===== config.mk =====
export PLATFORM = sky130hd
export DESIGN_NAME = data_ext
export DESIGN_NICKNAME = d
export VERILOG_FILES = /design/src/rtl/data_ext_pkg.sv /design/src/rtl/ext_core.sv /design/src/rtl/data_ext.sv
export SDC_FILE = /design/constraint.sdc
export NUM_CORES = 1
export LEC_CHECK = 0
export ABC_AREA = 1
export CAP_MARGIN = 10
export CORE_ASPECT_RATIO = 1.2
export CORE_MARGIN = 5
export CORE_UTILIZATION = 24
export CTS_BUF_LIST = sky130_fd_sc_hd__clkbuf_8
export CTS_CLUSTER_SIZE = 25
export DETAILED_ROUTE_END_ITERATION = 10
export GPL_ROUTABILITY_DRIVEN = 0
export PLACE_DENSITY = 0.46
export SYNTH_ARGS = -nofsm -noshare
export SYNTH_HDL_FRONTEND = slang
export SYNTH_HIERARCHICAL = 1
export SYNTH_SLANG_ARGS = --single-unit
export TNS_END_PERCENT = 1

===== constraint.sdc =====
create_clock -name clk -period 3.75 [get_ports clk]
set_clock_uncertainty 0.15 [all_clocks]
set_input_delay 0.75 -clock clk [delete_from_list [all_inputs] [get_ports clk]]
set_output_delay 0.75 -clock clk [all_outputs]
set_load 0.03 [all_outputs]

===== src/rtl/data_ext_pkg.sv =====
// Shared CPU definitions: extension op encodings used by the decoder and data_ext.
package data_ext_pkg;

   localparam int OP_W = 3;

   typedef enum logic [OP_W-1:0] {
      OP_ZERO = 3'd0,
      OP_SIGN = 3'd1,
      OP_LUI  = 3'd2,
      OP_BOFF = 3'd3,
      OP_LB   = 3'd4,
      OP_LBU  = 3'd5,
      OP_LH   = 3'd6,
      OP_LHU  = 3'd7
   } ext_op_e;

endpackage


===== src/rtl/ext_core.sv =====
// Pure immediate/load-data extension: (op, data, off) -> (res, err).
// Combinational, zero latency; no flow control.
// Misaligned or word-crossing halfword loads flag err and force res to zero.
module ext_core
   import data_ext_pkg::*;
#(
   parameter int IN_W  = 16,
   parameter int OUT_W = 32,
   parameter int OFF_W = $clog2(OUT_W/8)
) (
   input  logic [OP_W-1:0]  op,
   input  logic [OUT_W-1:0] data,
   input  logic [OFF_W-1:0] off,
   output logic [OUT_W-1:0] res,
   output logic             err
);

   localparam int NB = OUT_W/8;

   logic [IN_W-1:0]  imm;
   logic [OUT_W-1:0] zext;
   logic [OUT_W-1:0] sext;
   logic [7:0]       byte_v;
   logic [15:0]      half_v;
   logic             half_bad;

   assign imm      = data[IN_W-1:0];
   assign zext     = {{(OUT_W-IN_W){1'b0}}, imm};
   assign sext     = {{(OUT_W-IN_W){imm[IN_W-1]}}, imm};
   assign byte_v   = 8'(data >> {off, 3'b000});
   assign half_v   = 16'(data >> {off, 3'b000});
   // Halfword must be 2-byte aligned and must end inside the word.
   assign half_bad = off[0] || (int'(off) > NB-2);

   always_comb begin
      res = '0;
      err = 1'b0;
      case (ext_op_e'(op))
         OP_ZERO: res = zext;
         OP_SIGN: res = sext;
         OP_LUI:  res = {imm, {(OUT_W-IN_W){1'b0}}};
         OP_BOFF: res = sext << 2;
         OP_LB:   res = {{(OUT_W-8){byte_v[7]}}, byte_v};
         OP_LBU:  res = {{(OUT_W-8){1'b0}}, byte_v};
         OP_LH, OP_LHU: begin
            if (half_bad) begin
               err = 1'b1;
            end else if (ext_op_e'(op) == OP_LH) begin
               res = {{(OUT_W-16){half_v[15]}}, half_v};
            end else begin
               res = {{(OUT_W-16){1'b0}}, half_v};
            end
         end
         default: res = '0;
      endcase
   end

endmodule


===== src/rtl/data_ext.sv =====
// Extension unit wrapped in a 2-entry output register + skid buffer.
// Latency 1 cycle; sustains 1 result/cycle while out_ready is high.
// in_ready is registered (!skid_full) and never depends combinationally on out_ready.
module data_ext
   import data_ext_pkg::*;
#(
   parameter int IN_W  = 16,
   parameter int OUT_W = 32,
   parameter int OFF_W = $clog2(OUT_W/8)
) (
   input  logic             clk,
   input  logic             rst_n,
   input  logic             in_valid,
   output logic             in_ready,
   input  logic [OP_W-1:0]  in_op,
   input  logic [OUT_W-1:0] in_data,
   input  logic [OFF_W-1:0] in_off,
   output logic             out_valid,
   output logic [OUT_W-1:0] out_data,
   output logic             out_err,
   input  logic             out_ready
);

   logic [OUT_W-1:0] core_res;
   logic             core_err;
   logic             xfer;
   logic             stall;
   logic             skid_nxt;
   logic             rdy_q;
   logic             out_vld_q;
   logic [OUT_W-1:0] out_dat_q;
   logic             out_err_q;
   logic             skid_vld_q;
   logic [OUT_W-1:0] skid_dat_q;
   logic             skid_err_q;

   ext_core #(
      .IN_W  (IN_W),
      .OUT_W (OUT_W),
      .OFF_W (OFF_W)
   ) u_core (
      .op   (in_op),
      .data (in_data),
      .off  (in_off),
      .res  (core_res),
      .err  (core_err)
   );

   assign xfer  = in_valid && rdy_q;
   assign stall = out_vld_q && !out_ready;
   // Skid stays (or becomes) occupied only while the output register is stalled.
   assign skid_nxt = stall && (skid_vld_q || xfer);

   always_ff @(posedge clk or negedge rst_n) begin
      if (!rst_n) begin
         rdy_q      <= 1'b0;
         out_vld_q  <= 1'b0;
         out_dat_q  <= '0;
         out_err_q  <= 1'b0;
         skid_vld_q <= 1'b0;
         skid_dat_q <= '0;
         skid_err_q <= 1'b0;
      end else begin
         if (!stall) begin
            if (skid_vld_q) begin
               out_dat_q  <= skid_dat_q;
               out_err_q  <= skid_err_q;
               out_vld_q  <= 1'b1;
               skid_vld_q <= 1'b0;
            end else if (xfer) begin
               out_dat_q <= core_res;
               out_err_q <= core_err;
               out_vld_q <= 1'b1;
            end else begin
               out_vld_q <= 1'b0;
            end
         end else if (xfer) begin
            skid_dat_q <= core_res;
            skid_err_q <= core_err;
            skid_vld_q <= 1'b1;
         end
         rdy_q <= !skid_nxt;
      end
   end

   assign in_ready  = rdy_q;
   assign out_valid = out_vld_q;
   assign out_data  = out_dat_q;
   assign out_err   = out_err_q;

endmodule

==> metrics.md, run 1 <==
| Metric | Value |
|---|---|
| Reg power frac | 39.3% |
| Post-synthesis to final-layout area growth | 24.99% |
| DP Worst Slack | 658.1 ps |
| CTS max path bufs | 2 |
| Critical-path cell with the highest stage delay | sky130_fd_sc_hd__clkdlybuf4s50_1 |
| Kind of start point of the critical path | input port |
| Distinct cell type count of the synthesized netlist | 25 |
| Number of clock sinks | 69 |
| Total net switching power | 0.9870 mW |
| Post-route core utilization | 30.25% |
| Portion of netlist area occupied by mux cells | 0% |
| Initial DRT Pass Iterations | 5 |
| Mean instance size in the synthesized netlist | 6.722 um^2 |
| Cell internal power dissipation | 1.678 mW |
| Number of global-route vias before repair | 4152 |
| Via-to-Cell Ratio | 4.507 |
| Standard-cell row count | 53 |
| Number of nets in the synthesized netlist | 669 |
| Critical path start-end classification | input port to register |
| Status | finished, final reports clean |
| Worst path required time | 3890 ps |
| Combinational family with the most area after synthesis | simple AND/OR/NAND/NOR gates |
| Placeable core region | 17440 um^2 |
| Unrepaired setup endpoints after global routing | no |
| TritonCTS buffer count | 9 |
| Share of post-route cells with drive strength above 1 | 5.789% |
| Fraction of the mapped netlist area in adder cells | 0% |
| Top fanout value on the critical path | 23 |
| Remaining Overflow, GRT | 0 |
| Proportion of power drawn by combinational gates | 35.0% |
| Synthesized area | 4222 um^2 |
| Share of synthesized area occupied by flip-flops and latches | 40.90% |
| Maximum number of pins on one net before global-route repair | 70 |
| Sort of element at the end of the critical path | register |
| Largest voltage drop on the vdd net | 154.3 uV |
| Most common cell type on the critical path | sky130_fd_sc_hd__nand2_1 |
| Data arrival, critical path | 2890 ps |
| I/O Buffers | 75 |
| Number of cells traversed by the worst hold path | 2 |
| Leak | 2.735 nW |
| Crit-path max cell delay | 580 ps |
| Seq cells post-synth | 69 |
| R2R depth | 6 |
| Nets | 727 |
| Floorplan die width | 131.1 um |
| Wire length of the first global-routing pass | 22.25 mm |
| Initial antenna violation count | 0 |
| Total stage count of the critical path | 12 |
| Switching share of total power | 37.03% |
| Final critical-path share of the clock period | 73.38% |
| Total setup buffers inserted after CTS | 0 |
| Routed vias | 4106 |
| Fraction of the mapped netlist area in compound gates | 4.564% |
| Type of the most critical hold path | register to register |
| Storage cell area | 1727 um^2 |
| Max_cap viols | 0 |
| Number of nets still failing antenna checks after routing | 0 |
| Buf+Inv Stages, Crit Path | 3 |
| Clock tree root buffer cell | sky130_fd_sc_hd__clkbuf_8 |
| Max-slew violation count | 0 |
| TritonCTS clock tree | built |
| Fmax | 363.4 MHz |
| Final setup vio count | 0 |
| Count of yosys warnings during synthesis | 6 |
| Count of antenna diodes in the layout | 0 |
| Hold buffer count at CTS | 0 |
| Clk pwr share | 25.6% |
| Final worst slack | 998.1 ps |
| Crit-path cells | clkdlybuf4s50_1, inv_2, nand2_1, nand3_1, nand3_2, nand2_1, inv_1, nand3_1, nand2_1, nand2_1, nand3_1, nand2_1 |
| Slew at the pin closest to its max-slew limit | 912.8 ps |
| Clock latency at the later pin of the worst-skew pair | 350 ps |
| Half-perimeter wire length after detailed placement | 9.533 mm |
| Count of unresolved DRC violations after routing | 0 |
| Post-CTS Resized | 0 |
| Family with the most delay on the worst path | simple AND/OR/NAND/NOR gates |
| Register clock-pin slew on the reported worst setup and hold paths | 70 ps |
| Total of fill cells in the finished design | 1911 |
| Xor and xnor area share after synthesis | 0% |
| Total die area | 20350 um^2 |
| Synthesized instance count | 628 |
| Period minus WS final | 2752 ps |
| Hold Violations, Final | 0 |
| Count of boundary I/O pins | 76 |
| Starting utilization of the core area | 24.21% |
| Global-route usage over all layers | 13.66% |
| Fraction of the mapped netlist area in simple logic gates | 45.41% |
| Number of H-tree branching levels | 3 |
| Power per unit of standard cell area | 505.2 nW/um^2 |
| Max-slew headroom at the worst pin | 39.15% |
| Final setup TNS | 0 ps |
| Detailed Route WL | 13.17 mm |
| Height of the chip | 155.3 um |
| Detailed-route wire length per cell | 14.46 um |
| Area used by multi-input combinational logic | 2110 um^2 |
| Worst hold slack | 323.3 ps |
| DRC violation total after the first TritonRoute iteration | 381 |
==> synth_stat cells (all sizes together) <==
cell      n  share of area, %
nand2   339                31
dfrtp    69                41
nand3    56               7.2
nor2     38               4.0
buf      34               5.9
inv      33               3.0
nand4    23               3.4
o211ai   12               2.1
o21ai    12               1.4
a21oi     6              0.80
clkbuf    3              0.27
nand3b    1              0.18
nor3      1              0.12
o221ai    1              0.21
==> state kept, by name, indices dropped and copies added (netlist names) <==
register    count
out_data       32
skid_dat_q     32
skid_err_q      1
skid_vld_q      1
in_ready        1
out_err         1
out_valid       1
==> power groups by stage <==
stage / combinational (mW) / sequential (mW) / clock (mW)
global route: 1.04 / 1.07 / 0.743
CTS: 0.947 / 1.05 / 0.715
floorplan: 0.397 / 1.24 / 0
detailed placement: 0.945 / 1.07 / 0
global placement: 0.937 / 1.06 / 0
finish: 0.934 / 1.05 / 0.683
==> layout make-up <==
type,instances,share of cell area (%)
inverter,33,2.395
clock buffer,10,2.608
clock inverter,6,1.660
timing repair buffer,84,15.41
tap,220,5.217
sequential,69,32.72
multi-input combinational,489,39.98
==> worst paths after layout <==
kind / from / slack (ps) / endpoint
max: in_off[0] / 1000 / out_data[16]
max in group asynchronous: rst_n / 2390 / skid_dat_q[10]
max reg2reg: skid_vld_q / 1850 / out_data[27]
min in group asynchronous: rst_n / 430 / skid_dat_q[7]
min: skid_dat_q[30] / 320 / skid_dat_q[30]
min reg2reg: skid_dat_q[30] / 320 / skid_dat_q[30]
==> layout by cell type (no fill, tap or decap), types with 2 or more instances in the layout <==
cell type / instances
sky130_fd_sc_hd__nand2_1: 336
sky130_fd_sc_hd__clkdlybuf4s50_1: 74
sky130_fd_sc_hd__dfrtp_1: 69
sky130_fd_sc_hd__nand3_1: 53
sky130_fd_sc_hd__nor2_1: 34
sky130_fd_sc_hd__inv_1: 30
sky130_fd_sc_hd__nand4_1: 23
sky130_fd_sc_hd__o211ai_1: 12
sky130_fd_sc_hd__o21ai_0: 12
sky130_fd_sc_hd__clkbuf_8: 10
sky130_fd_sc_hd__buf_4: 9
sky130_fd_sc_hd__a21oi_1: 5
sky130_fd_sc_hd__nor2_4: 3
sky130_fd_sc_hd__inv_2: 3
sky130_fd_sc_hd__nand2_4: 2
sky130_fd_sc_hd__bufinv_16: 2
sky130_fd_sc_hd__clkinvlp_4: 2
sky130_fd_sc_hd__nand3_2: 2
==> cell families (layout without fill, tap and decap cells) <==
| family | Yosys count | in the layout |
|---|---|---|
| flip-flops | 69 | 69 |
| AO/OA/AOI/OAI | 31 | 31 |
| AND/OR/NAND/NOR | 458 | 458 |
| buffers and inverters | 70 | 133 |
==> stage by stage <==
| step | cells | cell area (um^2) | power [mW] |
|---|---|---|---|
| after global placement | 895 | 5051 | 1.998 |
| after CTS | 911 | 5276 | 2.714 |
| after global routing | 911 | 5276 | 2.857 |
| after detailed placement | 895 | 5051 | 2.011 |
| final | 911 | 5276 | 2.665 |
| after floorplan | 628 | 4222 | 1.633 |
==> routing by layer <==
layer,wire length [um],track usage [%]
met4,257,4.753
met2,5900,20.30
met5,0,0
met3,616,2.301
met1,6397,19.88
==> worst reg2reg max path, cell delays in order, from the launching register on <==
cell	delay, ps
sky130_fd_sc_hd__dfrtp_1	330
sky130_fd_sc_hd__buf_4	370
sky130_fd_sc_hd__inv_4	70
sky130_fd_sc_hd__nand2_4	330
sky130_fd_sc_hd__nand2_4	320
sky130_fd_sc_hd__nand2_1	170
sky130_fd_sc_hd__nand2_1	60
(Power assumes the default switching activity.)
==> run 2, diff against run 1 <==
--- a/config.mk
+++ b/config.mk
@@ -14,7 +14,7 @@
 export CTS_CLUSTER_SIZE = 25
 export DETAILED_ROUTE_END_ITERATION = 10
 export GPL_ROUTABILITY_DRIVEN = 0
-export PLACE_DENSITY = 0.46
+export PLACE_DENSITY = 0.47
 export SYNTH_ARGS = -nofsm -noshare
 export SYNTH_HDL_FRONTEND = slang
 export SYNTH_HIERARCHICAL = 1
==> constraint.sdc (replaced) <==
create_clock -name clk -period 2.5 [get_ports clk]
set_clock_uncertainty 0.15 [all_clocks]
set_input_delay 0.5 -clock clk [delete_from_list [all_inputs] [get_ports clk]]
set_output_delay 0.5 -clock clk [all_outputs]
set_load 0.03 [all_outputs]
==> run 2 against run 1 <==
Worst setup slack got worse by 590 ps. First-iteration DRC count fell by 3.4%. Clock power rose by 65%. Largest cell class unchanged. Wire length rose by 1.2%. Core utilization rose by 0.90 points.
==> metrics.md, run 2 (synthesis gave the netlist of run 1 again) <==
| Metric | Value |
|---|---|
| Status | finished, final reports clean |
| Maximum number of pins on one net before global-route repair | 36 (-49%) |
| CTS max path bufs | 2 (unchanged) |
| Initial antenna violation count | 0 (unchanged) |
| Total stage count of the critical path | 11 (-1) |
| Placeable core region | 17440 um^2 (unchanged) |
| Routed vias | 4259 (+3.7%) |
| Storage cell area | 1727 um^2 (unchanged) |
| Data arrival, critical path | 2180 ps (-710 ps) |
| Most common cell type on the critical path | sky130_fd_sc_hd__nand2_1 |
| Clock tree root buffer cell | sky130_fd_sc_hd__clkbuf_8 |
| Total die area | 20350 um^2 (unchanged) |
| Unrepaired setup endpoints after global routing | no |
| Total of fill cells in the finished design | 1931 (+1.0%) |
| Remaining Overflow, GRT | 0 (unchanged) |
| Register clock-pin slew on the reported worst setup and hold paths | 70 ps (about the same) |
| Starting utilization of the core area | 24.21% (unchanged) |
| Area used by multi-input combinational logic | 2110 um^2 (unchanged) |
| Half-perimeter wire length after detailed placement | 9.803 mm (+2.8%) |
| Max-slew headroom at the worst pin | 69.41% (+30 points) |
| Leak | 2.825 nW (+3.3%) |
| Startpoint of the worst setup timing path | in_off[0] |
| Cell internal power dissipation | 2.637 mW (+57%) |
| Type of the most critical hold path | register to register |
| Count of boundary I/O pins | 76 (unchanged) |
| Max_cap viols | 0 (unchanged) |
| Clock latency at the later pin of the worst-skew pair | 340 ps (about the same) |
| Total net switching power | 1.489 mW (+51%) |
| Crit-path cells | clkdlybuf4s50_1, buf_4, nand2_1, nand3_1, nand2_1, nand3_4, nand4_1, nand2_1, nand2_1, nand3_1, nand2_1 |
| Count of unresolved DRC violations after routing | 0 (unchanged) |
| Number of clock sinks | 69 (unchanged) |
| Worst path required time | 2580 ps (-1310 ps) |
| TritonCTS buffer count | 9 (unchanged) |
| Nets | 743 (+2.2%) |
| Number of nets still failing antenna checks after routing | 0 (unchanged) |
| Via-to-Cell Ratio | 4.594 (+1.9%) |
| TritonCTS clock tree | built |
| Max-slew violation count | 0 (unchanged) |
| Number of H-tree branching levels | 3 (unchanged) |
| Top fanout value on the critical path | 16 (-30%) |
| Count of antenna diodes in the layout | 0 (unchanged) |
| Critical path start-end classification | input port to register |
| Final setup vio count | 0 (unchanged) |
| Hold Violations, Final | 0 (unchanged) |
| Switching share of total power | 36.08% (-0.95 points) |
| Period minus WS final | 2094 ps |
| Floorplan die width | 131.1 um (unchanged) |
| Largest voltage drop on the vdd net | 248.6 uV (+61%) |
| Total setup buffers inserted after CTS | 0 (unchanged) |
| Slew at the pin closest to its max-slew limit | 458.9 ps (-453.9 ps) |
| Fmax | 477.7 MHz |
| Initial DRT Pass Iterations | 5 (unchanged) |
| Buf+Inv Stages, Crit Path | 2 (-1) |
| Post-synthesis to final-layout area growth | 28.72% |
| Critical-path cell with the highest stage delay | sky130_fd_sc_hd__clkdlybuf4s50_1 |
| DRC violation total after the first TritonRoute iteration | 368 (-3.4%) |
| Global-route usage over all layers | 13.45% (-0.21 points) |
| Reg2reg start | skid_vld_q |
| Number of global-route vias before repair | 4134 (-0.43%) |
| Commonest cells after routing, fill and taps aside | sky130_fd_sc_hd__nand2_1, sky130_fd_sc_hd__clkdlybuf4s50_1, sky130_fd_sc_hd__dfrtp_1, sky130_fd_sc_hd__nand3_1, sky130_fd_sc_hd__nor2_1 |
| Tot Pwr | 4.126 mW (+55%) |
| Clk pwr share | 27.3% (+1.7 points) |
| Wire length of the first global-routing pass | 21.72 mm (-2.4%) |
| Detailed-route wire length per cell | 14.37 um (-0.59%) |
| Detailed Route WL | 13.32 mm (+1.2%) |
| Crit-path max cell delay | 560 ps (-20 ps) |
| Final setup TNS | 0 ps (unchanged) |
| Kind of start point of the critical path | input port |
| Reg power frac | 38.2% (-1.1 points) |
| R2R depth | 5 (-1) |
| Power per unit of standard cell area | 759.3 nW/um^2 (+50%) |
| Proportion of power drawn by combinational gates | 34.5% (-0.5 points) |
| Leading cell type in the layout, fill and taps excluded | sky130_fd_sc_hd__nand2_1 |
| Height of the chip | 155.3 um (unchanged) |
| Sort of element at the end of the critical path | register |
| Final critical-path share of the clock period | 83.74% |
| Standard-cell row count | 53 (unchanged) |
| Share of post-route cells with drive strength above 1 | 7.921% (+2.1 points) |
| I/O Buffers | 75 (unchanged) |
| Register-to-Register Setup Slack | 910 ps (-940 ps) |
| Capture point of the critical path | out_data[26] |
| Family with the most delay on the worst path | simple AND/OR/NAND/NOR gates |
| Terminus of the critical flop-to-flop path | out_data[9] |
-- run 2: layout make-up --
type,instances,share of cell area [%]
multi-input combinational,489,38.82
sequential,69,31.78
timing repair buffer,100,17.45
tap,220,5.066
clock buffer,10,2.533
inverter,33,2.326
clock inverter,6,2.026
-- run 2: power groups by stage --
| stage | logic (mW) | registers [mW] | clock network [mW] |
|---|---|---|---|
| 2_1_floorplan | 0.596 | 1.85 | 0 |
| 3_3_place_gp | 1.43 | 1.59 | 0 |
| 3_5_place_dp | 1.44 | 1.60 | 0 |
| 4_1_cts | 1.44 | 1.58 | 1.15 |
| 5_1_grt | 1.57 | 1.62 | 1.19 |
| 6_report | 1.42 | 1.58 | 1.13 |
-- run 2: worst min-delay path by stage --
stage                    from  depth (start not counted)        endpoint  slack, ps
2_1_floorplan           rst_n                          0        in_ready         50
4_1_cts         skid_dat_q[9]                          2   skid_dat_q[9]        330
3_5_place_dp    skid_dat_q[4]                          2   skid_dat_q[4]        310
6_report        skid_dat_q[2]                          2   skid_dat_q[2]        320
3_3_place_gp    skid_dat_q[2]                          2   skid_dat_q[2]        300
5_1_grt        skid_dat_q[13]                          2  skid_dat_q[13]        340
-- run 2: what timing repair did --
action,in CTS,in global routing
gates resized for setup,0,0
endpoints found under the hold margin,14,0
hold buffers,1,0
-- run 2: metrics by stage --
stage	cell area, um^2	cells	utilization, %	hold WS [ps]	worst slack (ps)
after CTS	5434	927	31.16	326.3	397.7
after global placement	5176	910	29.68	303.8	50.86
final	5434	927	31.16	322.3	406.5
after floorplan	4222	628	-	54.41	800.1
after global routing	5434	927	31.16	340.8	267.3
after detailed placement	5176	910	29.68	308.3	28.56
-- run 2: worst register-to-register path: cells and delay by family, from the launching register on --
| kind | cells | cell delay (ps) |
|---|---|---|
| buf+inv | 2 | 590 |
| flops | 1 | 410 |
| simple gates | 3 | 340 |
-- run 2: metal layers --
metal	vias to the layer above	GRT usage [%]	share of wire (%)
met4	0	4.459	1.4
li1	2133	-	-
met3	13	2.060	5.1
met1	2005	18.45	45
met5	-	0	0
met2	108	21.52	48
